## config.mk

```make
export PLATFORM = sky130hd
export DESIGN_NAME = dino_game_engine
export DESIGN_NICKNAME = d
export VERILOG_FILES = /design/src/rtl/dino_game_engine.sv
export SDC_FILE = /design/constraint.sdc
export NUM_CORES = 1
export LEC_CHECK = 0
export ABC_CLOCK_PERIOD_IN_PS = 6000
export BUFFER_PORTS_ARGS = -buffer_cell sky130_fd_sc_hd__buf_2
export CAP_MARGIN = 20
export CORE_UTILIZATION = 30
export CTS_BUF_LIST = sky130_fd_sc_hd__clkbuf_8
export CTS_CLUSTER_SIZE = 24
export DETAILED_ROUTE_END_ITERATION = 6
export PLACE_DENSITY = 0.56
export SYNTH_ARGS = -nofsm -noshare
export SYNTH_HDL_FRONTEND = slang
export SYNTH_SLANG_ARGS = --single-unit
export TNS_END_PERCENT = 20
```

## constraint.sdc

```tcl
create_clock -name pixel_clk -period 6 [get_ports pixel_clk]
set_input_delay 0.9 -clock pixel_clk [delete_from_list [all_inputs] [get_ports pixel_clk]]
set_output_delay 0.9 -clock pixel_clk [all_outputs]
set_load 0.02 [all_outputs]
```

## src/rtl/dino_game_engine.sv

```systemverilog
// Frame-rate game-state engine for the dino runner: jump physics, cactus scroll,
// collision and IDLE/RUN/OVER control. Define DINO_SPEEDUP_EN to enable scroll speed-up.
module dino_game_engine #(
    parameter int GROUND_Y   = 400,
    parameter int DINO_X     = 64,
    parameter int DINO_W     = 40,
    parameter int DINO_H     = 43,
    parameter int OBS_W      = 25,
    parameter int OBS_H      = 50,
    parameter int SCREEN_W   = 640,
    parameter int JUMP_V     = 20,
    parameter int GRAVITY    = 1,
    parameter int SPEED_INIT = 4,
    parameter int SPEED_MAX  = 12
) (
    input  logic        pixel_clk,
    input  logic        rst_n,
    input  logic        frame_tick,
    input  logic        jump,
    input  logic        restart,
    output logic [11:0] dino_y,
    output logic [11:0] obstacle_x,
    output logic        game_over,
    output logic [15:0] score
);

    localparam logic [1:0] S_IDLE = 2'd0;
    localparam logic [1:0] S_RUN  = 2'd1;
    localparam logic [1:0] S_OVER = 2'd2;

    localparam logic [11:0]        C_Y0       = 12'(GROUND_Y - DINO_H);
    localparam logic [11:0]        C_X0       = 12'(SCREEN_W);
    localparam logic [3:0]         C_SPEED0   = 4'(SPEED_INIT);
    localparam logic [11:0]        C_JUMP_H   = 12'(JUMP_V);
    localparam logic signed [7:0]  C_JUMP_VEL = 8'(JUMP_V - GRAVITY);
    localparam logic signed [7:0]  C_GRAV     = 8'(GRAVITY);
    localparam logic signed [12:0] C_HIT_L    = 13'(DINO_X + DINO_W);
    localparam logic signed [12:0] C_HIT_R    = 13'(DINO_X);
    localparam logic signed [12:0] C_OBS_W    = 13'(OBS_W);
    localparam logic signed [12:0] C_OBS_H    = 13'(OBS_H);

    logic [1:0]         r_state;
    logic [11:0]        r_h;
    logic signed [7:0]  r_vel;
    logic               r_jump_req;
    logic               r_jump_d;
    logic               r_restart_d;
    logic [11:0]        r_dino_y;
    logic [11:0]        r_obs_x;
    logic               r_game_over;
    logic [15:0]        r_score;

    logic               w_jump_rise;
    logic               w_restart_rise;
    logic               w_run_tick;
    logic               w_grounded;
    logic signed [12:0] w_h_sum;
    logic [11:0]        w_h_nxt;
    logic signed [7:0]  w_vel_nxt;
    logic               w_obs_wrap;
    logic [11:0]        w_obs_nxt;
    logic [15:0]        w_score_nxt;
    logic               w_score_inc;
    logic signed [12:0] w_obs_s;
    logic               w_hit;
    logic [3:0]         w_speed;

    assign w_jump_rise    = jump & ~r_jump_d;
    assign w_restart_rise = restart & ~r_restart_d;
    assign w_run_tick     = frame_tick &
                            ((r_state == S_RUN) || ((r_state == S_IDLE) && r_jump_req));

    // Signed 13-bit sum so a descending dino can be seen reaching or passing the ground.
    assign w_grounded = (r_h == 12'd0) && (r_vel == 8'sd0);
    assign w_h_sum    = $signed({1'b0, r_h}) + 13'(r_vel);

    // NOTE: every always_comb output gets a default first so no latch is inferred.
    always_comb begin
        w_h_nxt   = r_h;
        w_vel_nxt = r_vel;
        if (w_grounded) begin
            if (r_jump_req) begin
                w_h_nxt   = C_JUMP_H;
                w_vel_nxt = C_JUMP_VEL;
            end
        end else if (w_h_sum <= 13'sd0) begin
            w_h_nxt   = 12'd0;
            w_vel_nxt = 8'sd0;
        end else begin
            w_h_nxt   = w_h_sum[11:0];
            w_vel_nxt = r_vel - C_GRAV;
        end
    end

    always_comb begin
        w_obs_wrap  = (r_obs_x <= {8'd0, w_speed});
        w_obs_nxt   = w_obs_wrap ? C_X0 : (r_obs_x - {8'd0, w_speed});
        w_score_inc = w_obs_wrap && (r_score != 16'hFFFF);
        w_score_nxt = w_score_inc ? (r_score + 16'd1) : r_score;
    end

    // Collision uses the post-update obstacle and height, so a wrap never collides.
    assign w_obs_s = $signed({1'b0, w_obs_nxt});
    assign w_hit   = (w_obs_s < C_HIT_L) &&
                     ((w_obs_s + C_OBS_W) > C_HIT_R) &&
                     ($signed({1'b0, w_h_nxt}) < C_OBS_H);

`ifdef DINO_SPEEDUP_EN
    logic [3:0] r_speed;

    assign w_speed = r_speed;

    always_ff @(posedge pixel_clk or negedge rst_n) begin
        if (!rst_n) begin
            r_speed <= C_SPEED0;
        end else if ((r_state == S_OVER) && w_restart_rise) begin
            r_speed <= C_SPEED0;
        end else if (w_run_tick && w_score_inc && (w_score_nxt[2:0] == 3'd0) &&
                     (32'(r_speed) < SPEED_MAX)) begin
            r_speed <= r_speed + 4'd1;
        end
    end
`else
    assign w_speed = C_SPEED0;
`endif

    always_ff @(posedge pixel_clk or negedge rst_n) begin
        if (!rst_n) begin
            r_state     <= S_IDLE;
            r_h         <= 12'd0;
            r_vel       <= 8'sd0;
            r_jump_req  <= 1'b0;
            r_jump_d    <= 1'b0;
            r_restart_d <= 1'b0;
            r_dino_y    <= C_Y0;
            r_obs_x     <= C_X0;
            r_game_over <= 1'b0;
            r_score     <= 16'd0;
        end else begin
            r_jump_d    <= jump;
            r_restart_d <= restart;

            // A new edge outranks the tick clear, so it carries over to the next tick.
            if (r_state == S_OVER) begin
                r_jump_req <= 1'b0;
            end else if (w_jump_rise) begin
                r_jump_req <= 1'b1;
            end else if (frame_tick) begin
                r_jump_req <= 1'b0;
            end

            if (w_run_tick) begin
                r_h         <= w_h_nxt;
                r_vel       <= w_vel_nxt;
                r_dino_y    <= C_Y0 - w_h_nxt;
                r_obs_x     <= w_obs_nxt;
                r_score     <= w_score_nxt;
                r_game_over <= w_hit;
                r_state     <= w_hit ? S_OVER : S_RUN;
            end else if ((r_state == S_OVER) && w_restart_rise) begin
                r_h         <= 12'd0;
                r_vel       <= 8'sd0;
                r_dino_y    <= C_Y0;
                r_obs_x     <= C_X0;
                r_score     <= 16'd0;
                r_game_over <= 1'b0;
                r_state     <= S_IDLE;
            end
        end
    end

    assign dino_y     = r_dino_y;
    assign obstacle_x = r_obs_x;
    assign game_over  = r_game_over;
    assign score      = r_score;

endmodule

```

==> impl_metrics.ini <==
[worst_setup_path]
crit_required_ns = 6.24
cp.arrival_ns = 4.61
criticalPathCategory = register to register
cp-start-kind = register
endpoint_kind = register
cp_max_fo = 9

[cts]
numClockSinks = 64
cts-buffers-inserted = 9
ctsResizeCount = 0
htreeDepth = 3
holdBufCountCts = 0
clkLatencyLatePin_ns = 0.36
cts_setup_buffers = 0
cts_root_buffer = clkbuf_8
clkTransAtPathRegs_ns = 0.08
cts_tree = yes
cts_max_path_buffers = 2

[synth]
syn_avg_cell_area_sq_um = 8.61
synth-edff-count = 0
ys_warn_count = 0
syn_nets = 513
synth_cells = 490
ys_ff_latch = 64
synthesis.area_sq_um = 4220
ys_types = 67
async_flop_share_pct = 100
synth_ff_type = dfrtp_1
ys_seq_area_share_pct = 38.2

[cells_and_area]
instances_no_fill = 711
multiInputGateArea_sq_um = 2440
area_delta_synth_final_pct = 14.7
nets = 553
post-route-util_pct = 35.9
seqCellArea_sq_um = 1610
antennaDiodeCount = 0
final_area_sq_um = 4830
fill_cells = 1405
drive_above_1_share_pct = 16.6

[pwr]
ir_drop_v = 0.000206
combPwrFrac_pct = 56.7
internal-power_uw = 1440
switching_share_pct = 48.6
p_per_area_nw_per_um2 = 581
pwr-share-clk_pct = 17.1
seqPwrFrac_pct = 26.3
power_uw = 2810
p_leak_uw = 0.00217
switching_power_uw = 1370

[routing]
drcViolationCount = 0
dr.pass1.iters = 5
drt-vias-per-instance = 5.33
routed_wl_mm = 11.4
vias = 3793
drt-initial-drc-count = 257
wl_per_cell_um = 16.0
detail-route-antenna-nets = 0

[place]
placedInstanceArea_sq_um = 4570
place_hpwl_mm = 8.28
portBuffers = 45
dp_cells = 694
gp_congestion = 0.885

[sta]
fin_crit_sh_pct = 72.8
setup_tns_ns = 0
min_period_ns = 4.37
setup_violations = 0
max_freq_ghz = 0.229
max_slew_margin_pct = 44.4
rsz0062_at_grt = no
hold_violations = 0
finClkSkew_ns = 0.00687
tightest_slew_ns = 0.834
maxSlewViolCount = 0

[floorplanning]
core_region_area_sq_um = 13500
io_pins = 46
initial_core_util_pct = 31.3
die_y_um = 121
dieWidth_um = 121
dieArea_sq_um = 14500
row_count = 42

[global_route]
track_usage_pct = 16.5
grt_pass1_vias = 3764
antenna_found_initial = 0
grt_pass1_wl_mm = 18.9
grt_overflow_total = 0
grt_max_degree = 65

[run_status]
status = finished clean

[min_path]
hold_path.class = register to register

[flow_run]
drv.max_cap_violation_count = 0
cell type report:
| class | instances | area share [%] |
|---|---|---|
| Multi-Input combinational cell | 392 | 50.5 |
| Clock inverter | 6 | 2.38 |
| Sequential cell | 64 | 33.3 |
| Tap cell | 176 | 4.55 |
| Clock buffer | 10 | 2.85 |
| Timing Repair Buffer | 50 | 5.43 |
| Inverter | 13 | 1.01 |
cell families after synthesis:
kind of cell,synth area share [%]
muxes,0.504
DFF,38.2
adders and majority gates,5.52
buffers and inverters,4.09
AOI/OAI and AO/OA,20.1
xor gates and xnor gates,6.85
and+or+nand+nor,24.7
critical path: stages (launching register included):
cell      delay, ns
dfrtp_1        0.42
ha_1           0.22
inv_1          0.06
fa_1           0.42
nand2b_1       0.21
a211oi_2       0.40
o21ai_1        0.19
a311oi_4       0.48
nand2_2        0.23
o21ai_0        0.31
ha_1           0.29
nor4_1         0.09
or4b_4         0.54
a21oi_2        0.19
xnor2_1        0.14
o21ai_1        0.07
metal layers:
| layer | part of all wire [%] | wire (um) | track usage, % | vias up |
|---|---|---|---|---|
| li1 | - | - | - | 1859 |
| met1 | 47 | 5340 | 21.7 | 1823 |
| met2 | 47 | 5400 | 27.1 | 98 |
| met3 | 4.6 | 519 | 3.02 | 13 |
| met4 | 1.1 | 128 | 5.40 | 0 |
| met5 | 0 | 0 | 0 | - |
state kept, by name (all words and copies together), names as in the netlist:
| register | count |
|---|---|
| dino_y | 11 |
| score | 16 |
| r_jump_req | 1 |
| r_jump_d | 1 |
| r_restart_d | 1 |
| obstacle_x | 12 |
| r_vel | 8 |
| r_state | 2 |
| r_h | 12 |
synth_stat cells (5+ instances only):
cell | instances | area [sq um]
a21oi_1 | 25 | 125
and2_1 | 6 | 37.5
buf_2 | 5 | 25.0
clkbuf_1 | 9 | 33.8
dfrtp_1 | 57 | 1430
dfstp_2 | 7 | 184
ha_1 | 17 | 213
inv_1 | 13 | 48.8
nand2_1 | 56 | 210
nand2b_1 | 8 | 50.1
nand3_1 | 23 | 115
nand4_1 | 8 | 50.1
nor2_1 | 54 | 203
nor3_1 | 17 | 85.1
nor4_1 | 8 | 50.1
o211ai_1 | 6 | 45.0
o21ai_0 | 44 | 220
o31ai_1 | 6 | 45.0
xnor2_1 | 11 | 96.3
xor2_1 | 22 | 193
final timing paths:
kind                                       start                    end  slack, ns  cells past startpoint
min in group asynchronous                  rst_n  score[10]$_DFFE_PN0P_       0.72                      2
hold reg to reg            dino_y[9]$_DFFE_PN0P_  dino_y[9]$_DFFE_PN0P_       0.49                      2
setup reg to reg            r_vel[0]$_DFFE_PN0P_  dino_y[9]$_DFFE_PN0P_       1.63                     15
hold / removal             dino_y[9]$_DFFE_PN0P_  dino_y[9]$_DFFE_PN0P_       0.49                      2
setup / recovery            r_vel[0]$_DFFE_PN0P_  dino_y[9]$_DFFE_PN0P_       1.63                     15
max in group asynchronous                  rst_n  dino_y[3]$_DFFE_PN0P_       4.74                      2
power groups by stage:
stage | Clock (uW) | Sequential, uW | Combinational, uW
2_1_floorplan | 0 | 775 | 1130
3_3_place_gp | 0 | 742 | 1550
3_5_place_dp | 0 | 748 | 1550
4_1_cts | 485 | 739 | 1570
5_1_grt | 509 | 762 | 1750
6_report | 479 | 738 | 1590
layout by cell type (no fill, tap or decap), drive strengths merged, types with 4 or more instances in the layout:
cell type  synthesis  layout
nand2             57      57
nand4              8       8
and3               4       4
buf               11      50
a31oi              4       4
xnor2             11      11
nor4               9       9
a211oi             4       4
o21ai             47      47
nor2              54      54
xor2              22      22
nand3             23      23
a22o               4       4
a21oi             26      26
and2               7       7
o211ai             6       6
inv               13      14
dfrtp             57      57
a21o               5       5
o2111ai            4       4
o31ai              6       6
nor3              17      17
dfstp              7       7
o22ai              4       4
clkbuf            10      10
ha                17      17
nand2b             8       8
or4                4       4
stage by stage:
stage	setup slack, ns	hold slack [ns]
finish	1.63	0.492
global route	1.31	0.521
CTS	1.67	0.499
detailed placement	1.70	0.482
global placement	1.88	0.483
floorplan	2.24	0.472
No activity file was read; power rests on OpenSTA's default activity.
